## src/rtl/plab4_net_router_domain_sched.sv

```systemverilog
// Time-division scheduler sharing one router input port's request path between two
// security domains, with guard cycles between slots and grant isolation per owner.
module plab4_net_router_domain_sched #(
  parameter int p_slot_cycles = 4,
  parameter int p_dead_cycles = 1
) (
  input  logic       clk,
  input  logic       reset,
  input  logic       sched_en,
  input  logic [2:0] reqs_d1,
  input  logic [2:0] reqs_d2,
  input  logic [2:0] grants,
  output logic [2:0] reqs,
  output logic [2:0] grants_d1,
  output logic [2:0] grants_d2,
  output logic       domain,
  output logic       guard,
  output logic       slot_last
);

  localparam int c_max_len   = (p_slot_cycles > p_dead_cycles) ? p_slot_cycles : p_dead_cycles;
  localparam int c_cnt_nbits = $clog2(c_max_len + 1);
  localparam bit c_has_guard = (p_dead_cycles > 0);

  localparam logic [c_cnt_nbits-1:0] c_slot_load = c_cnt_nbits'(p_slot_cycles - 1);
  localparam logic [c_cnt_nbits-1:0] c_dead_load =
    c_cnt_nbits'((p_dead_cycles > 0) ? (p_dead_cycles - 1) : 0);
  localparam logic [c_cnt_nbits-1:0] c_cnt_zero = {c_cnt_nbits{1'b0}};
  localparam logic [c_cnt_nbits-1:0] c_cnt_one  = c_cnt_nbits'(1'b1);

  typedef enum logic [2:0] {
    ST_IDLE   = 3'd0,
    ST_D1     = 3'd1,
    ST_GUARD1 = 3'd2,
    ST_D2     = 3'd3,
    ST_GUARD2 = 3'd4
  } state_t;

  state_t                 state_r;
  state_t                 state_next_s;
  logic [c_cnt_nbits-1:0] cnt_r;
  logic [c_cnt_nbits-1:0] cnt_next_s;
  logic                   cnt_zero_s;

  assign cnt_zero_s = (cnt_r == c_cnt_zero);

  // State and slot counter register
  always_ff @(posedge clk or posedge reset) begin
    if (reset) begin
      state_r <= ST_IDLE;
      cnt_r   <= c_cnt_zero;
    end else begin
      state_r <= state_next_s;
      cnt_r   <= cnt_next_s;
    end
  end

  // Next-state rotation; sched_en only matters in IDLE and at the end of the d2 half
  always_comb begin
    state_next_s = state_r;
    cnt_next_s   = cnt_r;
    case (state_r)
      ST_IDLE: begin
        if (sched_en) begin
          state_next_s = ST_D1;
          cnt_next_s   = c_slot_load;
        end else begin
          state_next_s = ST_IDLE;
          cnt_next_s   = c_cnt_zero;
        end
      end
      ST_D1: begin
        if (!cnt_zero_s) begin
          cnt_next_s = cnt_r - c_cnt_one;
        end else if (c_has_guard) begin
          state_next_s = ST_GUARD1;
          cnt_next_s   = c_dead_load;
        end else begin
          state_next_s = ST_D2;
          cnt_next_s   = c_slot_load;
        end
      end
      ST_GUARD1: begin
        if (!cnt_zero_s) begin
          cnt_next_s = cnt_r - c_cnt_one;
        end else begin
          state_next_s = ST_D2;
          cnt_next_s   = c_slot_load;
        end
      end
      ST_D2: begin
        if (!cnt_zero_s) begin
          cnt_next_s = cnt_r - c_cnt_one;
        end else if (c_has_guard) begin
          state_next_s = ST_GUARD2;
          cnt_next_s   = c_dead_load;
        end else if (sched_en) begin
          state_next_s = ST_D1;
          cnt_next_s   = c_slot_load;
        end else begin
          state_next_s = ST_IDLE;
          cnt_next_s   = c_cnt_zero;
        end
      end
      ST_GUARD2: begin
        if (!cnt_zero_s) begin
          cnt_next_s = cnt_r - c_cnt_one;
        end else if (sched_en) begin
          state_next_s = ST_D1;
          cnt_next_s   = c_slot_load;
        end else begin
          state_next_s = ST_IDLE;
          cnt_next_s   = c_cnt_zero;
        end
      end
      default: begin
        state_next_s = ST_IDLE;
        cnt_next_s   = c_cnt_zero;
      end
    endcase
  end

  // Output decode: only the slot owner sees requests/grants; guard and IDLE drop everything
  always_comb begin
    reqs      = 3'b000;
    grants_d1 = 3'b000;
    grants_d2 = 3'b000;
    domain    = 1'b0;
    guard     = 1'b0;
    slot_last = 1'b0;
    case (state_r)
      ST_IDLE: begin
        domain = 1'b0;
      end
      ST_D1: begin
        reqs      = reqs_d1;
        grants_d1 = grants;
        slot_last = cnt_zero_s;
      end
      ST_GUARD1: begin
        guard = 1'b1;
      end
      ST_D2: begin
        domain    = 1'b1;
        reqs      = reqs_d2;
        grants_d2 = grants;
        slot_last = cnt_zero_s;
      end
      ST_GUARD2: begin
        domain = 1'b1;
        guard  = 1'b1;
      end
      default: begin
        domain = 1'b0;
      end
    endcase
  end

endmodule

```

## config.mk

```make
export PLATFORM = sky130hd
export DESIGN_NAME = plab4_net_router_domain_sched
export DESIGN_NICKNAME = d
export VERILOG_FILES = /design/src/rtl/plab4_net_router_domain_sched.sv
export SDC_FILE = /design/constraint.sdc
export NUM_CORES = 1
export LEC_CHECK = 0
export CORE_MARGIN = 2
export CORE_UTILIZATION = 40
export DETAILED_ROUTE_END_ITERATION = 7
export MAX_ROUTING_LAYER = met4
export PLACE_DENSITY = 0.8
export SYNTH_ARGS = -nofsm -noshare
export SYNTH_HDL_FRONTEND = slang
export SYNTH_SLANG_ARGS = --single-unit
```

## constraint.sdc

```tcl
create_clock -name clk -period 1.6 [get_ports clk]
set_clock_uncertainty 0.1 [all_clocks]
set_input_delay 0.32 -clock clk [delete_from_list [all_inputs] [get_ports clk]]
set_output_delay 0.32 -clock clk [all_outputs]
set_load 0.005 [all_outputs]
```

* After elaboration in Yosys (flattened, before gate mapping)
Cells that the tools add are included.
Storage, ports and cells: flip-flop bits (word level) 6
Cells by class: add/sub/neg operators 1, equality and inequality tests 8, mux-type cells 17, reductions and logical operators 6
Operators with widths (count):
- two-way mux 3 bit | 9
- one-hot mux 3 bit (5 select lines) | 1
- one-hot mux 3 bit (4 select lines) | 1
- inequality test 2 bit (second input constant) | 4
- == test 3 x 2 -> 1 bit (second input constant) | 2
- logical NOT 3 bit | 2
- one-hot mux 3 bit (2 select lines) | 1
- OR reduction 2 bit | 3
- two-way mux 1 bit | 4
- AND reduction 4 bit | 1
- == test 3 x 1 -> 1 bit (second input constant) | 1
- == test 3 bit (second input constant) | 1
- subtractor 3 x 1 -> 3 bit (second input constant) | 1
- two-way mux 2 bit | 1

* Logic depth before layout (Yosys ltp)
word-level depth 3, gate-level depth with buffers 6, depth with buffers taken out 6

* Worst setup path before layout
OpenSTA, ideal clock, no wires.
kind register -> register, from register cnt_r[0], to register cnt_r[0], library setup time 132 ps, data arrival time 1235 ps, setup slack 132 ps, cell stages (with the launch flop) 7, path buffers 0, clock period less this slack 1468 ps, path through dfrtp_1 inv_1 ha_1 and2b_4 o21ai_1 a211oi_1 o22ai_1
Between the ends: word-level cells in the longest chain between the ends 3
Ends and longest elaborated chain:
- from (decl) | RTL line 41 | logic [c_cnt_nbits-1:0] cnt_r;
- from (signal assigned) | RTL line 51 | cnt_r <= c_cnt_zero;
- from (signal assigned) | RTL line 54 | cnt_r <= cnt_next_s;
- subtractor 3 x 1 -> 3 bit or logical NOT 3 bit (tied branches)
- two-way mux 3 bit, on equally long branches | RTL line 106, 73, 84
- one-hot mux 3 bit (4 select lines) (*) | RTL line 62 | case (state_r)
- via cnt_next_s[0] | RTL line 42 | logic [c_cnt_nbits-1:0] cnt_next_s;
Mark *: on every way through the listed nets, which the timed path passes. The rest lies on a longest branch. A chain may end at the register's enable or synchronous reset.

* Worst setup path after layout
from register state_r[2], to output grants_d1[1]
Between the ends: word-level cells in the longest chain between the ends 2
Ends and longest elaborated chain:
- from (decl) | RTL line 39 | state_t state_r;
- from (signal assigned) | RTL line 53 | state_r <= state_next_s;
- == test 3 x 1 -> 1 bit | RTL line 131 | case (state_r)
- two-way mux 3 bit | RTL line 131
- to (decl) | RTL line 14 | output logic [2:0] grants_d1,
Every way passes these cells.

==> impl_results.md <==
* Final Slew Violations at 0
* CP startpoint: state_r[2]
* CP peak stage delay at 0.44 ns
* Vias in the first global route at 682
* CTS H-tree depth at 1
* Gpl congestion at 0.8372
* Final number of setup-violating endpoints at 8
* Initial antenna violation count at 0
* Area leader, netlist: dfrtp_1
* Die Height at 41.14 um
* Post-layout util at 81.06%
* Reg area at 152.6 um2
* Post-Syn Area per Cell at 8.360 um2
* Post-synth top area share at 27.21%
* Vias at 693
* Standard-cell row count at 13
* Vias/cell at 5.457
* Arrival time of the worst setup path at 1.28 ns
* CTS root buffer: clkbuf_4
* Main flop type after synthesis: dfrtp_1
* Post-synth EDFFs at 0
* DRT iter0 DRCs at 23
* Setup TNS at -0.4388 ns
* Mapped Cells at 66
* Final worst slack at -0.1026 ns
* Die ar. at 1693 um2
* Least-Margin Pin Slew at 0.2706 ns
* Synth area leaders: dfrtp_1, mux2i_1, ha_1
* Mapped Area at 551.8 um2
* Final hold vios at 0
* Ys async rst share at 100.0%
* CP endpoint kind: output port
* Pin count of the biggest net entering global routing at 11
* Slowest CP cell: dfrtp_2
* R2R setup slack at 0.03 ns
* Unrepaired setup endpoints after global routing: true
* Layout filler cell count at 81
* Slew HR at 81.93%
* Total Power at 0.002241 W
* Total GRT Usage at 26.66%
* Synth Register Bits at 6
* Reg clk slew, reported paths at 0.05 ns
* Skew-Pair Late Insertion Delay at 0.25 ns
* Max_cap viols at 0
* Post-Route WL at 1970 um
* Layout Nets at 129
* WL/cell at 15.51 um
* CTS Hold Bufs at 0
* DRT Pass-1 Iters at 4
* IO Port Bufs at 23
* Worst vdd ir at 1384 uV
* # DRC at 0
* Status: complete, but fails checks
* Min Clock Period, post-route at 1.703 ns
* Violated checks: setup timing
* Core Box Area at 1301 um2
* Worst Path Max Fanout at 5
* HPWL after DPL at 1216 um
* Critical Path RT at 1.18 ns
* Reg-to-reg startpoint: state_r[2]
* Post-synth top cells: nor2_1, dfrtp_1, mux2i_1
* Setup Crit Path Kind: reg2out
* Area delta synth->final at 91.16%
* Register area share after synthesis at 27.21%
* # diodes at 0
* Reg2reg path depth at 7
* Critical path cell sequence: nand2b_4, buf_12, nor3b_2, buf_2
* Clk sinks at 6
* CP Launch Type: register
* Fin crit share at 106.4%
* CTS tree: done
* Multi-input logic area at 434.2 um2
* Share of cells above drive strength 1 at 58.04%
* CTS Buf Count at 3
* End of the critical path: grants_d1[1]
* Remaining antenna violation count at 0
* Fmax at 0.5873 GHz
* Hold Crit Class: in2async
* Reg2reg end: cnt_r[1]
* Leak at 0.5120 nW
* Top-count cell post-synth: nor2_1
* Post-Syn Nets at 81
* Netlist cell types at 28
* PD cells at 2124 nW/um2
* Final hold slack at 0.1868 ns
* YS warnings at 0
* Clock Path Buffers at 2
* Die Wd at 41.14 um
* GR Overflow Total at 0
* First-pass GRT wire length at 2732 um
* I/O pins at 24
* Initial Utilization at 42.40%
-- cell usage in the layout, fill, tap and decap left out --
master and n:
dfrtp_2 2, mux2i_1 5, and2b_4 1, nor2_2 1, xor2_1 2, clkdlybuf4s50_1 11
nand2_1 3, nor2b_4 1, buf_12 1, nand2b_2 1, nor3b_2 3, nor2_1 9
o21ai_1 3, ha_1 2, o21ai_2 3, or3_1 1, nand2b_4 3, and3_4 3
a21oi_2 2, buf_4 18, inv_2 2, or2_0 1, ha_4 1, a211oi_2 2
a21oi_1 2, clkbuf_4 3, dfrtp_1 4, o21bai_1 1, inv_1 2, buf_2 9
o22ai_1 1, buf_6 9
-- sequential cells by signal, summed over array words and instances, names as in the netlist --
name	flops
cnt_r	3
state_r	3
-- layer usage --
layer,global-route usage (%),up-vias,wire (um)
met5,-,-,0
met4,16.13,0,46
met3,3.804,9,110
met2,51.17,44,1125
met1,24.19,323,687
li1,-,317,-
-- worst min-delay path by stage --
| stage | startpoint | to | slack [ns] | cells after the start |
|---|---|---|---|---|
| after global routing | reset | state_r[1] | 0.23 | 2 |
| final | reset | state_r[1] | 0.19 | 2 |
| after detailed placement | reset | state_r[2] | 0.45 | 2 |
| after global placement | reset | state_r[1] | 0.45 | 2 |
| after CTS | reset | state_r[1] | 0.20 | 2 |
| after floorplan | reset | cnt_r[0] | 0.01 | 1 |
-- where the power goes --
| part | switching, W | total [W] | internal, W | leakage (nW) |
|---|---|---|---|---|
| Sequential | 0.0000693 | 0.000299 | 0.000229 | 0.0733 |
| Combinational | 0.000801 | 0.00180 | 0.00100 | 0.425 |
| Clock | 0.0000560 | 0.000141 | 0.0000849 | 0.0138 |
-- worst max-delay path, delay by kind of cell (launching register included) --
kind,cells,cell delay [ns]
buffers and inverters,2,0.27
DFF,1,0.44
and+or+nand+nor,2,0.32
-- cell families (layout without fill, tap and decap cells) --
kind of cell	count (synthesis)	in the layout	synth area share, %
buffers and inverters	9	55	8.616
AO/OA/AOI/OAI	14	14	15.87
XOR/XNOR	2	2	3.175
AND/OR/NAND/NOR	27	27	29.26
adder cells (fa/ha/maj)	3	3	6.803
multiplexers	5	5	9.071
flip-flops	6	6	27.21
-- cell type report --
cell class	instances	area share, %
sequential	6	14.47
tap	15	1.779
timing repair buffer	48	39.03
clock buffer	3	2.135
multi-input combinational	51	41.16
inverter	4	1.423
-- what timing repair did --
action                     4_1_cts  5_1_grt
pin swaps                        6        9
setup buffers                    7        4
setup endpoints to repair       13       14
gates cloned                     0        0
gates resized for setup         76        6
-- stage by stage --
| step | instance area, um2 | setup slack [ns] | instances |
|---|---|---|---|
| 4_1_cts | 1023 | -0.1101 | 125 |
| 6_report | 1055 | -0.1026 | 127 |
| 3_3_place_gp | 895.9 | -0.3025 | 116 |
| 2_1_floorplan | 551.8 | 0.1325 | 66 |
| 5_1_grt | 1055 | -0.1435 | 127 |
| 3_5_place_dp | 895.9 | -0.3419 | 116 |
(Power assumes the default switching activity.)
